--- src/rtl/conv_mdc_kernel_stub_if.sv ---
// rtl/conv_mdc_kernel_stub_if.sv - ap_ctrl_hs control plus src/dst AXI-Stream bundle
// master drives start/dims/src beats; slave is the kernel responder.
interface conv_mdc_kernel_stub_if #(
  parameter int DATA_WIDTH = 32
);
  logic                  ap_start;
  logic                  ap_ready;
  logic                  ap_done;
  logic                  ap_idle;
  logic [31:0]           width;
  logic [31:0]           height;
  logic [DATA_WIDTH-1:0] src_V_TDATA;
  logic                  src_V_TVALID;
  logic                  src_V_TREADY;
  logic [DATA_WIDTH-1:0] dst_V_TDATA;
  logic                  dst_V_TVALID;
  logic                  dst_V_TREADY;

  modport master (
    output ap_start, width, height, src_V_TDATA, src_V_TVALID, dst_V_TREADY,
    input  ap_ready, ap_done, ap_idle, src_V_TREADY, dst_V_TDATA, dst_V_TVALID
  );

  modport slave (
    input  ap_start, width, height, src_V_TDATA, src_V_TVALID, dst_V_TREADY,
    output ap_ready, ap_done, ap_idle, src_V_TREADY, dst_V_TDATA, dst_V_TVALID
  );
endinterface

--- src/rtl/conv_mdc_kernel_stub.sv ---
// rtl/conv_mdc_kernel_stub.sv - conv_mdc kernel stand-in: dst = src + BIAS per frame
// Accepts width*height words per frame and returns each through a small output FIFO.
module conv_mdc_kernel_stub #(
  parameter int DATA_WIDTH = 32,
  parameter int FIFO_DEPTH = 4,
  parameter int BIAS       = 1
) (
  input logic                   clk_i,
  input logic                   rst_ni,
  conv_mdc_kernel_stub_if.slave bus
);
  localparam int AW = $clog2(FIFO_DEPTH);

  typedef enum logic [1:0] {IDLE, RUN, DRAIN, DONE} state_e;

  state_e                state, state_n;
  logic [31:0]           n_q, in_cnt, out_cnt, frame_len;
  logic [AW:0]           count;
  logic [AW-1:0]         wr_ptr, rd_ptr;
  logic [DATA_WIDTH-1:0] mem [FIFO_DEPTH];
  logic                  push, pop, fifo_full;
  logic                  latch_n, ready_n, done_n;
  logic                  ap_ready_q, ap_done_q, ap_idle_q;
  logic                  unused_hi;

  assign frame_len = {16'd0, bus.width[15:0]} * {16'd0, bus.height[15:0]};
  assign unused_hi = ^{bus.width[31:16], bus.height[31:16]};

  // No pop bypass: a full FIFO blocks input even if it drains this cycle.
  assign fifo_full        = (count == (AW+1)'(FIFO_DEPTH));
  assign bus.src_V_TREADY = (state == RUN) && (in_cnt < n_q) && !fifo_full;
  assign bus.dst_V_TVALID = (count != '0);
  assign bus.dst_V_TDATA  = mem[rd_ptr];
  assign push             = bus.src_V_TVALID && bus.src_V_TREADY;
  assign pop              = bus.dst_V_TVALID && bus.dst_V_TREADY;

  assign bus.ap_ready = ap_ready_q;
  assign bus.ap_done  = ap_done_q;
  assign bus.ap_idle  = ap_idle_q;

  always_ff @(posedge clk_i or negedge rst_ni) begin
    if (!rst_ni) state <= IDLE;
    else         state <= state_n;
  end

  always_comb begin
    state_n = state;
    latch_n = 1'b0;
    ready_n = 1'b0;
    done_n  = 1'b0;
    case (state)
      IDLE, DONE: begin
        if (bus.ap_start) begin
          latch_n = 1'b1;
          if (frame_len == 32'd0) begin
            state_n = DONE;
            ready_n = 1'b1;
            done_n  = 1'b1;
          end else begin
            state_n = RUN;
          end
        end else begin
          state_n = IDLE;
        end
      end
      RUN: begin
        if (push && (in_cnt == n_q - 32'd1)) begin
          state_n = DRAIN;
          ready_n = 1'b1;
        end
        if (pop && (out_cnt == n_q - 32'd1)) begin
          state_n = DONE;
          done_n  = 1'b1;
        end
      end
      DRAIN: begin
        if (pop && (out_cnt == n_q - 32'd1)) begin
          state_n = DONE;
          done_n  = 1'b1;
        end
      end
      default: state_n = IDLE;
    endcase
  end

  always_ff @(posedge clk_i or negedge rst_ni) begin
    if (!rst_ni) begin
      ap_ready_q <= 1'b0;
      ap_done_q  <= 1'b0;
      ap_idle_q  <= 1'b1;
      n_q        <= '0;
      in_cnt     <= '0;
      out_cnt    <= '0;
      count      <= '0;
      wr_ptr     <= '0;
      rd_ptr     <= '0;
      for (int i = 0; i < FIFO_DEPTH; i++) mem[i] <= '0;
    end else begin
      ap_ready_q <= ready_n;
      ap_done_q  <= done_n;
      ap_idle_q  <= (state_n == IDLE);
      if (latch_n) begin
        n_q     <= frame_len;
        in_cnt  <= '0;
        out_cnt <= '0;
      end else begin
        if (push) in_cnt  <= in_cnt + 32'd1;
        if (pop)  out_cnt <= out_cnt + 32'd1;
      end
      if (push) begin
        mem[wr_ptr] <= bus.src_V_TDATA + DATA_WIDTH'(BIAS);
        wr_ptr      <= wr_ptr + 1'b1;
      end
      if (pop) rd_ptr <= rd_ptr + 1'b1;
      case ({push, pop})
        2'b10:   count <= count + 1'b1;
        2'b01:   count <= count - 1'b1;
        default: count <= count;
      endcase
    end
  end
endmodule

--- src/flat_wrapper.sv ---
// flat-port wrapper written by rule: the top's interface ports become plain ports
module conv_mdc_kernel_stub_flat 
#(
  parameter int DATA_WIDTH = 32,
  parameter int FIFO_DEPTH = 4,
  parameter int BIAS       = 1
)
  (clk_i, rst_ni, bus_ap_start, bus_width, bus_height, bus_src_V_TDATA, bus_src_V_TVALID, bus_dst_V_TREADY, bus_ap_ready, bus_ap_done, bus_ap_idle, bus_src_V_TREADY, bus_dst_V_TDATA, bus_dst_V_TVALID);
  conv_mdc_kernel_stub_if #(.DATA_WIDTH(DATA_WIDTH)) bus_i ();
  input logic clk_i;
  input logic rst_ni;
  input wire logic [$bits(bus_i.ap_start)-1:0] bus_ap_start;
  input wire logic [$bits(bus_i.width)-1:0] bus_width;
  input wire logic [$bits(bus_i.height)-1:0] bus_height;
  input wire logic [$bits(bus_i.src_V_TDATA)-1:0] bus_src_V_TDATA;
  input wire logic [$bits(bus_i.src_V_TVALID)-1:0] bus_src_V_TVALID;
  input wire logic [$bits(bus_i.dst_V_TREADY)-1:0] bus_dst_V_TREADY;
  output wire logic [$bits(bus_i.ap_ready)-1:0] bus_ap_ready;
  output wire logic [$bits(bus_i.ap_done)-1:0] bus_ap_done;
  output wire logic [$bits(bus_i.ap_idle)-1:0] bus_ap_idle;
  output wire logic [$bits(bus_i.src_V_TREADY)-1:0] bus_src_V_TREADY;
  output wire logic [$bits(bus_i.dst_V_TDATA)-1:0] bus_dst_V_TDATA;
  output wire logic [$bits(bus_i.dst_V_TVALID)-1:0] bus_dst_V_TVALID;
  assign bus_i.ap_start = bus_ap_start;
  assign bus_i.width = bus_width;
  assign bus_i.height = bus_height;
  assign bus_i.src_V_TDATA = bus_src_V_TDATA;
  assign bus_i.src_V_TVALID = bus_src_V_TVALID;
  assign bus_i.dst_V_TREADY = bus_dst_V_TREADY;
  assign bus_ap_ready = bus_i.ap_ready;
  assign bus_ap_done = bus_i.ap_done;
  assign bus_ap_idle = bus_i.ap_idle;
  assign bus_src_V_TREADY = bus_i.src_V_TREADY;
  assign bus_dst_V_TDATA = bus_i.dst_V_TDATA;
  assign bus_dst_V_TVALID = bus_i.dst_V_TVALID;
  conv_mdc_kernel_stub #(.DATA_WIDTH(DATA_WIDTH), .FIFO_DEPTH(FIFO_DEPTH), .BIAS(BIAS)) u_core (.clk_i(clk_i), .rst_ni(rst_ni), .bus(bus_i));
endmodule
--- config.mk ---
export PLATFORM = sky130hd
export DESIGN_NAME = conv_mdc_kernel_stub_flat
export DESIGN_NICKNAME = d
export VERILOG_FILES = /design/src/rtl/conv_mdc_kernel_stub_if.sv /design/src/rtl/conv_mdc_kernel_stub.sv /design/src/flat_wrapper.sv
export SDC_FILE = /design/constraint.sdc
export NUM_CORES = 1
export LEC_CHECK = 0
export ABC_AREA = 1
export CORE_ASPECT_RATIO = 0.75
export CORE_MARGIN = 2
export CORE_UTILIZATION = 55
export DETAILED_ROUTE_END_ITERATION = 10
export PLACE_DENSITY = 0.82
export RECOVER_POWER = 25
export SLEW_MARGIN = 30
export SYNTH_ARGS = -nofsm -noshare
export SYNTH_HDL_FRONTEND = slang
export SYNTH_SLANG_ARGS = --single-unit
--- constraint.sdc ---
create_clock -name clk_i -period 5.5 [get_ports clk_i]
set_input_delay 1.375 -clock clk_i [delete_from_list [all_inputs] [get_ports clk_i]]
set_output_delay 1.375 -clock clk_i [all_outputs]
set_load 0.01 [all_outputs]
# Word-level counts from Yosys, hierarchy flattened
# Cells that the tools add are included.
word_totals:
  out_inout_bits: 37
  ff_bits: 236
  wordCells: 79
  input_bits: 101
classes:
  multipliers: 1
  n_eq_ne: 8
  addsub: 8
  n_lt_le_gt_ge: 4
  n_bitwise: 2
  reduce_logical: 17
  muxes: 25
ops:
  columns: ["operator", "n"]
  rows:
  - ["$mux W32", 7]
  - ["$bwmux W128", 1]
  - ["$add A32 B1 Y32 const B", 3]
  - ["$bmux W32 S2", 1]
  - ["$demux W32 S2", 1]
  - ["$eq A32 B32 Y1", 2]
  - ["$logic_not A32 Y1", 1]
  - ["$lt A32 B32 Y1", 1]
  - ["$mul A16 B16 Y32", 1]
  - ["$sub A32 B1 Y32 const B", 1]
  - ["$mux W2", 5]
  - ["$logic_and A1 B1 Y1", 7]
  - ["$eq A2 B2 Y1 const B", 3]
  - ["$ge A3 B3 Y1 const B", 2]
  - ["$mux W1", 6]
  - ["$not A2 Y3", 2]
  - ["$pmux W2 S3", 1]
  - ["$pmux W3 S2", 1]
  - ["$reduce_bool A2 Y1", 3]
  - ["$add A2 B1 Y2 const B", 2]
  - ["$eq A2 B1 Y1 const B", 2]
  - ["$logic_not A2 Y1", 2]
  - ["$pmux W1 S2", 2]
  - ["$reduce_or A2 Y1", 2]
  - ["other kinds (6)", 6]

# Longest topological paths before layout
# Gate-level depths: netlist of the first run.
logic_depth:
  depth_word: 9
  mapped_depth: 34
  ltp_nobuf: 33

# Least setup slack after synthesis of the first run
# OpenSTA, ideal clock, no wires.
synth_timing:
  path_kind: "input-to-reg"
  startpoint: "input port bus_width[7]"
  endpoint: "register u_core.ap_idle_q (netlist: u_core.bus.ap_idle)"
  setup_time_ns: 0.075
  setup_slack_ns: -1.326
  t_arrival_ns: 6.751
  t_required_ns: 5.425
  n_path_buf: 2
  cell_stages: 27
  path_cell_list: "clkbuf_1 -> clkbuf_1 -> nand2_1 -> fa_1 -> inv_1 -> fa_1 -> inv_1 -> fa_1 -> inv_1 -> fa_1 -> fa_1 -> inv_1 -> fa_1 -> inv_1 -> ha_1 -> a21o_1 -> a21boi_0 -> nor2_1 -> nor2_1 -> nand3_1 -> a21oi_1 -> xor2_1 -> nand2_1 -> nor2_1 -> nand3_1 -> nand2_1 -> nor2_1"
synth_between:
  elab_chain_cells: 6
synth_lines:
  columns: ["item", "line", "rtl"]
  rows:
  - ["from (decl)", "flat_wrapper.sv:13", "input wire logic [$bits(bus_i.width)-1:0] bus_width;"]
  - ["$mul A16 B16 Y32", "conv_mdc_kernel_stub.sv:26", "assign frame_len = {16'd0, bus.width[15:0]} * {16'd0, bus.height[15:0]};"]
  - ["$logic_not A32 Y1", "conv_mdc_kernel_stub.sv:55", "if (frame_len == 32'd0) begin"]
  - ["$mux W2", "conv_mdc_kernel_stub.sv:55", null]
  - ["$mux W2", "conv_mdc_kernel_stub.sv:53", "if (bus.ap_start) begin"]
  - ["$pmux W2 S3", "conv_mdc_kernel_stub.sv:51", "case (state)"]
  - ["named net u_core.state_n[1]", "conv_mdc_kernel_stub.sv:16", "state_e state, state_n;"]
  - ["$logic_not A2 Y1", "conv_mdc_kernel_stub.sv:101", "ap_idle_q <= (state_n == IDLE);"]
  - ["to (signal assigned)", "conv_mdc_kernel_stub.sv:101", null]
  - ["to (decl)", "conv_mdc_kernel_stub.sv:23", "logic ap_ready_q, ap_done_q, ap_idle_q;"]
# The timed path passes the listed nets, and every way through them passes these cells.
# A chain may end at the register's enable or synchronous reset.

# Worst setup path in the final report of the first run
layout_timing:
  startpoint: "input port bus_height[4]"
  endpoint: "register u_core.ap_idle_q (netlist: u_core.bus.ap_idle)"
layout_between:
  elab_chain_cells: 6
layout_lines:
  columns: ["item", "line", "rtl"]
  rows:
  - ["from (decl)", "flat_wrapper.sv:14", "input wire logic [$bits(bus_i.height)-1:0] bus_height;"]
  - ["$mul A16 B16 Y32", "conv_mdc_kernel_stub.sv:26", null]
  - ["$logic_not A32 Y1", "conv_mdc_kernel_stub.sv:55", null]
  - ["$mux W2", "conv_mdc_kernel_stub.sv:55", null]
  - ["$mux W2", "conv_mdc_kernel_stub.sv:53", null]
  - ["$pmux W2 S3", "conv_mdc_kernel_stub.sv:51", null]
  - ["named net u_core.state_n[1]", "conv_mdc_kernel_stub.sv:16", null]
  - ["$logic_not A2 Y1", "conv_mdc_kernel_stub.sv:101", null]
# The timed path passes the listed nets, and every way through them passes these cells.

==> run metrics, run 1 <==
Synth Flop Type=dfrtp_1; most instantiated library cell after synthesis=nand2_1; f_max=about 0.15 GHz; synth unique cells=54; Hold WS=~0.49 ns; hold path depth=1; Final min period=slightly below 7 ns; Final Cycle Share=123%; initial core utilization=a little under three fifths; total of max-cap violations=2; Worst Setup Slack, final=-1.28 ns; crit end category=register; TritonCTS clock tree=yes; Reg2Reg Capture Point=u_core.bus.ap_idle; post-route ant nets=0; HPWL after DPL=54.8 mm; # nets final=around 3800; Die Wd=roughly 240 um; Total Routing Usage GR=about 34%; area of the core=about 42000 um2; cell area after layout=between 20000 and 30000 um2; post-synth top area cell=dfrtp_1; Yosys reg bits=between 200 and 250; Iter 0 DRT Violations=2669; cells after synthesis=a little over 3000; routability cong.=1.01; Die H=between 150 and 200 um; worst hold path type=register to register; R2R depth=21; syn nets=3535; max incr delay on CP=around 0.68 ns; worst path required time=around 6.0 ns; Slew headroom=-74.4%; clock slew seen by the registers of the worst setup and hold paths=0.06 ns; Final Setup Violations=26; PortBufs=between 100 and 150; clk_skew=0.0358 ns; Max FO, Critical Path=4; failing checks=max-capacitance violations, max-slew violations, negative setup slack; count of pins over their slew limit=189; path type of the worst setup path=input pin to register; H-tree lvl count=1; vias in the first global route=23015; drt drc=0; register area share after synthesis=24.9%; drt total wl=slightly above 80 mm; CP top delay family=adder cells; WHS Endpoint=u_core.mem[55]; CTS sink count=236; synthesis warning total=0; initial antenna violation count=2; Clock Latency Late Sink=0.57 ns; CP arrival=7.28 ns; DP Area=27000 um2; root buf cell=clkbuf_16; Slew @ Worst Pin=2.62 ns; first-pass GRT wire length=~120 mm; Post-synth top cells=nand2_1 (739), inv_1 (538), nor2_1 (269); drt first pass iters=9; vias per inst=just under 6; Buf/Inv on CP=10; area delta synth->final=25.4%; number of synthesized flops with an enable pin=0; Hold Vio Cnt, Final=0; status=finished, violations left; CTS Buf Count=24; Post-CTS Hold Buffers=0; ranking of synthesized cells by area=dfrtp_1 (25%), fa_1 (16%), nand2_1 (12%), inv_1 (8.5%), ha_1 (7.7%); crit path launch type=input pin; Avg Cell Area, Syn=approximately 7.7 um2; maximum clock insertion buffer count=3; largest net degree at the start of global routing=110; cell area after synthesis=around 24000 um2; die footprint=44900 um2; RSZ-0062 raised after global routing=true; Worst Min Path Start=u_core.mem[55]; FP Rows=65; CP max stage cell=fa_1; Worst Setup SP=bus_height[4]; Avg WL per Cell=between 20 and 25 um; worst r2r src=u_core.n_q[0]; top-area cell type share of the netlist area=24.8%; # IOs=between 100 and 150; Reg2Reg Setup Slack=between 1.5 and 2 ns; share of layout cells above drive strength 1=24.2%; setup_tns=-21.57 ns; remaining global-route overflow=0; via count=around 24000; Async SR Flop Fraction=100%; Most common cell on crit path=fa_1
==> state kept, by name, indices dropped and copies added, names as in the netlist, 2 cells and up <==
| signal | cells |
|---|---|
| u_core.n_q | 32 |
| u_core.in_cnt | 32 |
| u_core.rd_ptr | 2 |
| u_core.mem | 128 |
| u_core.out_cnt | 32 |
| u_core.count | 3 |
| u_core.wr_ptr | 2 |
| u_core.state | 2 |
==> how the worst max path moves through the flow <==
stage	end	cells past startpoint
after floorplan	u_core.bus.ap_ready	28
after global placement	u_core.bus.ap_ready	24
after detailed placement	u_core.bus.ap_ready	24
after CTS	u_core.bus.ap_idle	28
after global routing	u_core.bus.ap_idle	28
final	u_core.bus.ap_idle	30
==> worst reg2reg max path: cells and delay by family, from the launching register on <==
kind,cells,cell delay [ns]
AND/OR/NAND/NOR,19,2.60
buffers and inverters,1,0.22
flip-flops,1,0.46
adder cells (fa/ha/maj),1,0.45
==> layer usage <==
metal	up-vias	wire [um]	part of all wire (%)	global-route usage, %
met3	439	11000	13	10.3
met2	1686	36100	44	52.4
met4	2	4210	5.1	7.98
met5	-	13	0.016	0
li1	10299	-	-	-
met1	11249	31300	38	45.9
==> cell usage in the layout, fill, tap and decap left out, drive strengths merged, types with 2 or more instances in the layout <==
master,n
a21oi,85
mux2,116
nand2,746
nand3b,6
o21ai,187
xnor3,2
o21a,16
a31oi,5
nor3,50
clkbuf,50
buf,301
dfrtp,235
o211a,2
nor3b,2
xnor2,19
o211ai,3
ha,147
clkinv,8
nand4,53
fa,195
a221oi,2
nand3,142
o22ai,34
nor4,17
bufinv,2
xor2,55
inv,545
nor2,297
clkdlybuf4s50,73
o31ai,2
==> cell families (layout without fill, tap and decap cells) <==
| kind of cell | Yosys count | in the layout | share of synthesized area, % |
|---|---|---|---|
| XOR/XNOR | 76 | 76 | 3.04 |
| multiplexers | 116 | 116 | 5.50 |
| AO/OA/AOI/OAI | 341 | 341 | 7.75 |
| buffers and inverters | 664 | 980 | 10.7 |
| other | 0 | 1 | 0 |
| flip-flops | 236 | 236 | 24.9 |
| adder cells (fa/ha/maj) | 342 | 342 | 24.2 |
| AND/OR/NAND/NOR | 1317 | 1317 | 24.0 |
==> per-stage QoR <==
step / utilization (%) / cells / setup WS, ns
floorplan: - / 3092 / -0.914
global placement: 63.5 / 3824 / -1.85
detailed placement: 63.7 / 3828 / -1.94
CTS: 68.3 / 3938 / -0.871
global route: 70.3 / 3977 / -1.36
finish: 70.3 / 3978 / -1.28
==> area by class of cell <==
type,count,area [um2]
multi-input combinational,2192,16600
fill,2970,12600
sequential,236,5910
timing repair buffer,390,3740
inverter,546,2060
tap,569,712
clock buffer,35,702
clock inverter,9,114
antenna,1,2.50
==> repair_timing <==
item,4_1_cts,5_1_grt
gates resized for setup,255,252
gates cloned,8,0
setup buffers,59,44
setup endpoints to repair,29,28
pin swaps,100,118
Power of run 1 is not shown: default switching activity piles up to over one toggle a cycle in this logic, so the estimate is an artifact.
==> run 2, diff against run 1 <==
==> constraint.sdc (replaced) <==
create_clock -name clk_i -period 7.3 [get_ports clk_i]
set_input_delay 1.825 -clock clk_i [delete_from_list [all_inputs] [get_ports clk_i]]
set_output_delay 1.825 -clock clk_i [all_outputs]
set_load 0.01 [all_outputs]
==> run metrics, run 2 (same netlist as run 1, synthesis figures left out) <==
Hold WS=0.484 ns (-0.00434 ns); PortBufs=105 (unchanged); maximum clock insertion buffer count=3 (unchanged); commonest non-fill, non-tap cells in the layout=nand2_1 (730), inv_1 (531), nor2_1 (257), dfrtp_1 (234), fa_1 (189); Die Wd=244 um (unchanged); Final Setup Violations=0 (-100%); drt drc=0 (unchanged); die footprint=44900 um2 (unchanged); Final Power=around 16 mW; count of pins over their slew limit=113 (-40%); worst path required time=7.79 ns (+1.79 ns); # IOs=138 (unchanged); TritonCTS clock tree=yes; Final min period=7.15 ns; clock slew seen by the registers of the worst setup and hold paths=0.06 ns (about the same); Max FO, Critical Path=6 (+2); H-tree lvl count=1 (unchanged); most common cell after layout, fill and taps aside=nand2_1; Clock Latency Late Sink=0.57 ns (about the same); FP Rows=65 (unchanged); status=finished, violations left; initial antenna violation count=0 (-2); dpl cells=3817 (-0.29%); CTS Buf Count=27 (+13%); fin cells=3898 (-2.0%); drt total wl=66.9 mm (-19%); vias per inst=5.55 (-6.7%); root buf cell=clkbuf_16; worst hold path type=register to register; CTS sink count=236 (unchanged); # nets final=3752 (-2.1%); largest net degree at the start of global routing=153 (+39%); Die H=184 um (unchanged); path type of the worst setup path=input pin to register; failing checks=max-capacitance violations, max-slew violations; Iter 0 DRT Violations=2175 (-19%); Avg WL per Cell=17.2 um (-17%); Final Cycle Share=between 90% and 100%; clk_skew=0.0161 ns (-0.0197 ns); # diodes=0 (-1); first-pass GRT wire length=106 mm (-12%); Reg with most FFs=u_core.mem; initial core utilization=56.1% (unchanged); routability cong.=1.03 (+2.3%); post-route ant nets=0 (unchanged); max reg flops=128 (unchanged); vias in the first global route=21183 (-8.0%); f_max=~0.14 GHz; area delta synth->final=19.1%; Slew @ Worst Pin=4.47 ns (+1.86 ns); via count=21649 (-8.6%); crit end category=register; CP arrival=7.64 ns (+0.36 ns); remaining global-route overflow=0 (unchanged); HPWL after DPL=49.5 mm (-9.7%); total of max-cap violations=2 (unchanged); Total Routing Usage GR=29.0% (-4.6 points); Post-CTS Hold Buffers=0 (unchanged); Leak=14.5 nW; crit path launch type=input pin; pwr/cell area=roughly 570 nW/um2; Slew headroom=-198% (-120 points); Hold Vio Cnt, Final=0 (unchanged); area of the core=42400 um2 (unchanged); share of layout cells above drive strength 1=15.2% (-9.0 points); fill count=3346 (+13%); worst IR drop on VDD=approximately 880 uV; drt first pass iters=6 (-3)
-- run 2: cell type report --
type                       instances  area [um2]  share of cell area, %
timing repair buffer             306        3000                   10.6
tap                              569         712                   2.52
sequential                       236        5910                   20.9
inverter                         546        2050                   7.25
multi-input combinational       2192       15700                   55.6
clock buffer                      33         728                   2.57
clock inverter                    16         169                  0.597
-- run 2: timing repair --
item | in CTS | in global routing
resized for setup | 12 | 136
setup endpoints to repair | 4 | 13
cloned | 0 | 9
pin swaps | 1 | 67
setup buffers | 3 | 20
-- run 2: per-layer routing --
metal  wire (um)  vias up  track usage, %
met1       28500    10381            40.5
met2       30500      966            47.6
met4        1380        0            6.32
li1            -    10168               -
met5           0        -               0
met3        6580      134            4.98
-- run 2: worst max-delay path, stage by stage --
cell and delay (ns):
dlymetal6s2s_1 0.15, buf_12 0.15, buf_6 0.13, nand2_1 0.07
inv_1 0.05, fa_1 0.50, inv_1 0.06, fa_2 0.47
fa_1 0.53, inv_2 0.05, fa_1 0.49, fa_1 0.49
inv_1 0.05, fa_1 0.48, inv_1 0.06, ha_4 0.22
a21oi_1 0.28, nor2_1 0.11, o21ai_0 0.16, nand2_1 0.11
a21oi_1 0.20, o21ai_2 0.11, xor2_1 0.17, nor2_1 0.17
nand3_2 0.12, nor2_4 0.15, nand3_4 0.12, a21oi_2 0.15
-- run 2: metrics by stage --
step                cell area, um2  utilization, %  worst slack, ns  TNS [ns]
finish                       28300            66.8            0.146         0
detailed placement           26600            62.7           -0.787     -7.15
global placement             26400            62.4           -0.714     -6.03
floorplan                    23800               -           0.0244         0
CTS                          27500            64.9           0.0146         0
global route                 28300            66.8          -0.0451   -0.0881
-- run 2: path summary, 6_finish.rpt --
path,slack [ns],endpoint,cells after the start,start
setup / recovery,0.15,u_core.bus.ap_ready,28,bus_width[8]
hold / removal,0.48,u_core.mem[55],1,u_core.mem[55]
setup reg to reg,2.33,u_core.mem[45],15,u_core.n_q[3]
hold reg to reg,0.48,u_core.mem[55],1,u_core.mem[55]
max in group asynchronous,1.59,u_core.rd_ptr[0],1,rst_ni
min in group asynchronous,2.84,u_core.mem[14],1,rst_ni
-- run 2: where the power goes --
group          internal, mW  switching, mW  total, mW
logic                  6.17           6.58       12.7
clock network         0.789          0.597       1.39
registers              1.79          0.325       2.11
No activity file was read; power rests on OpenSTA's default activity.
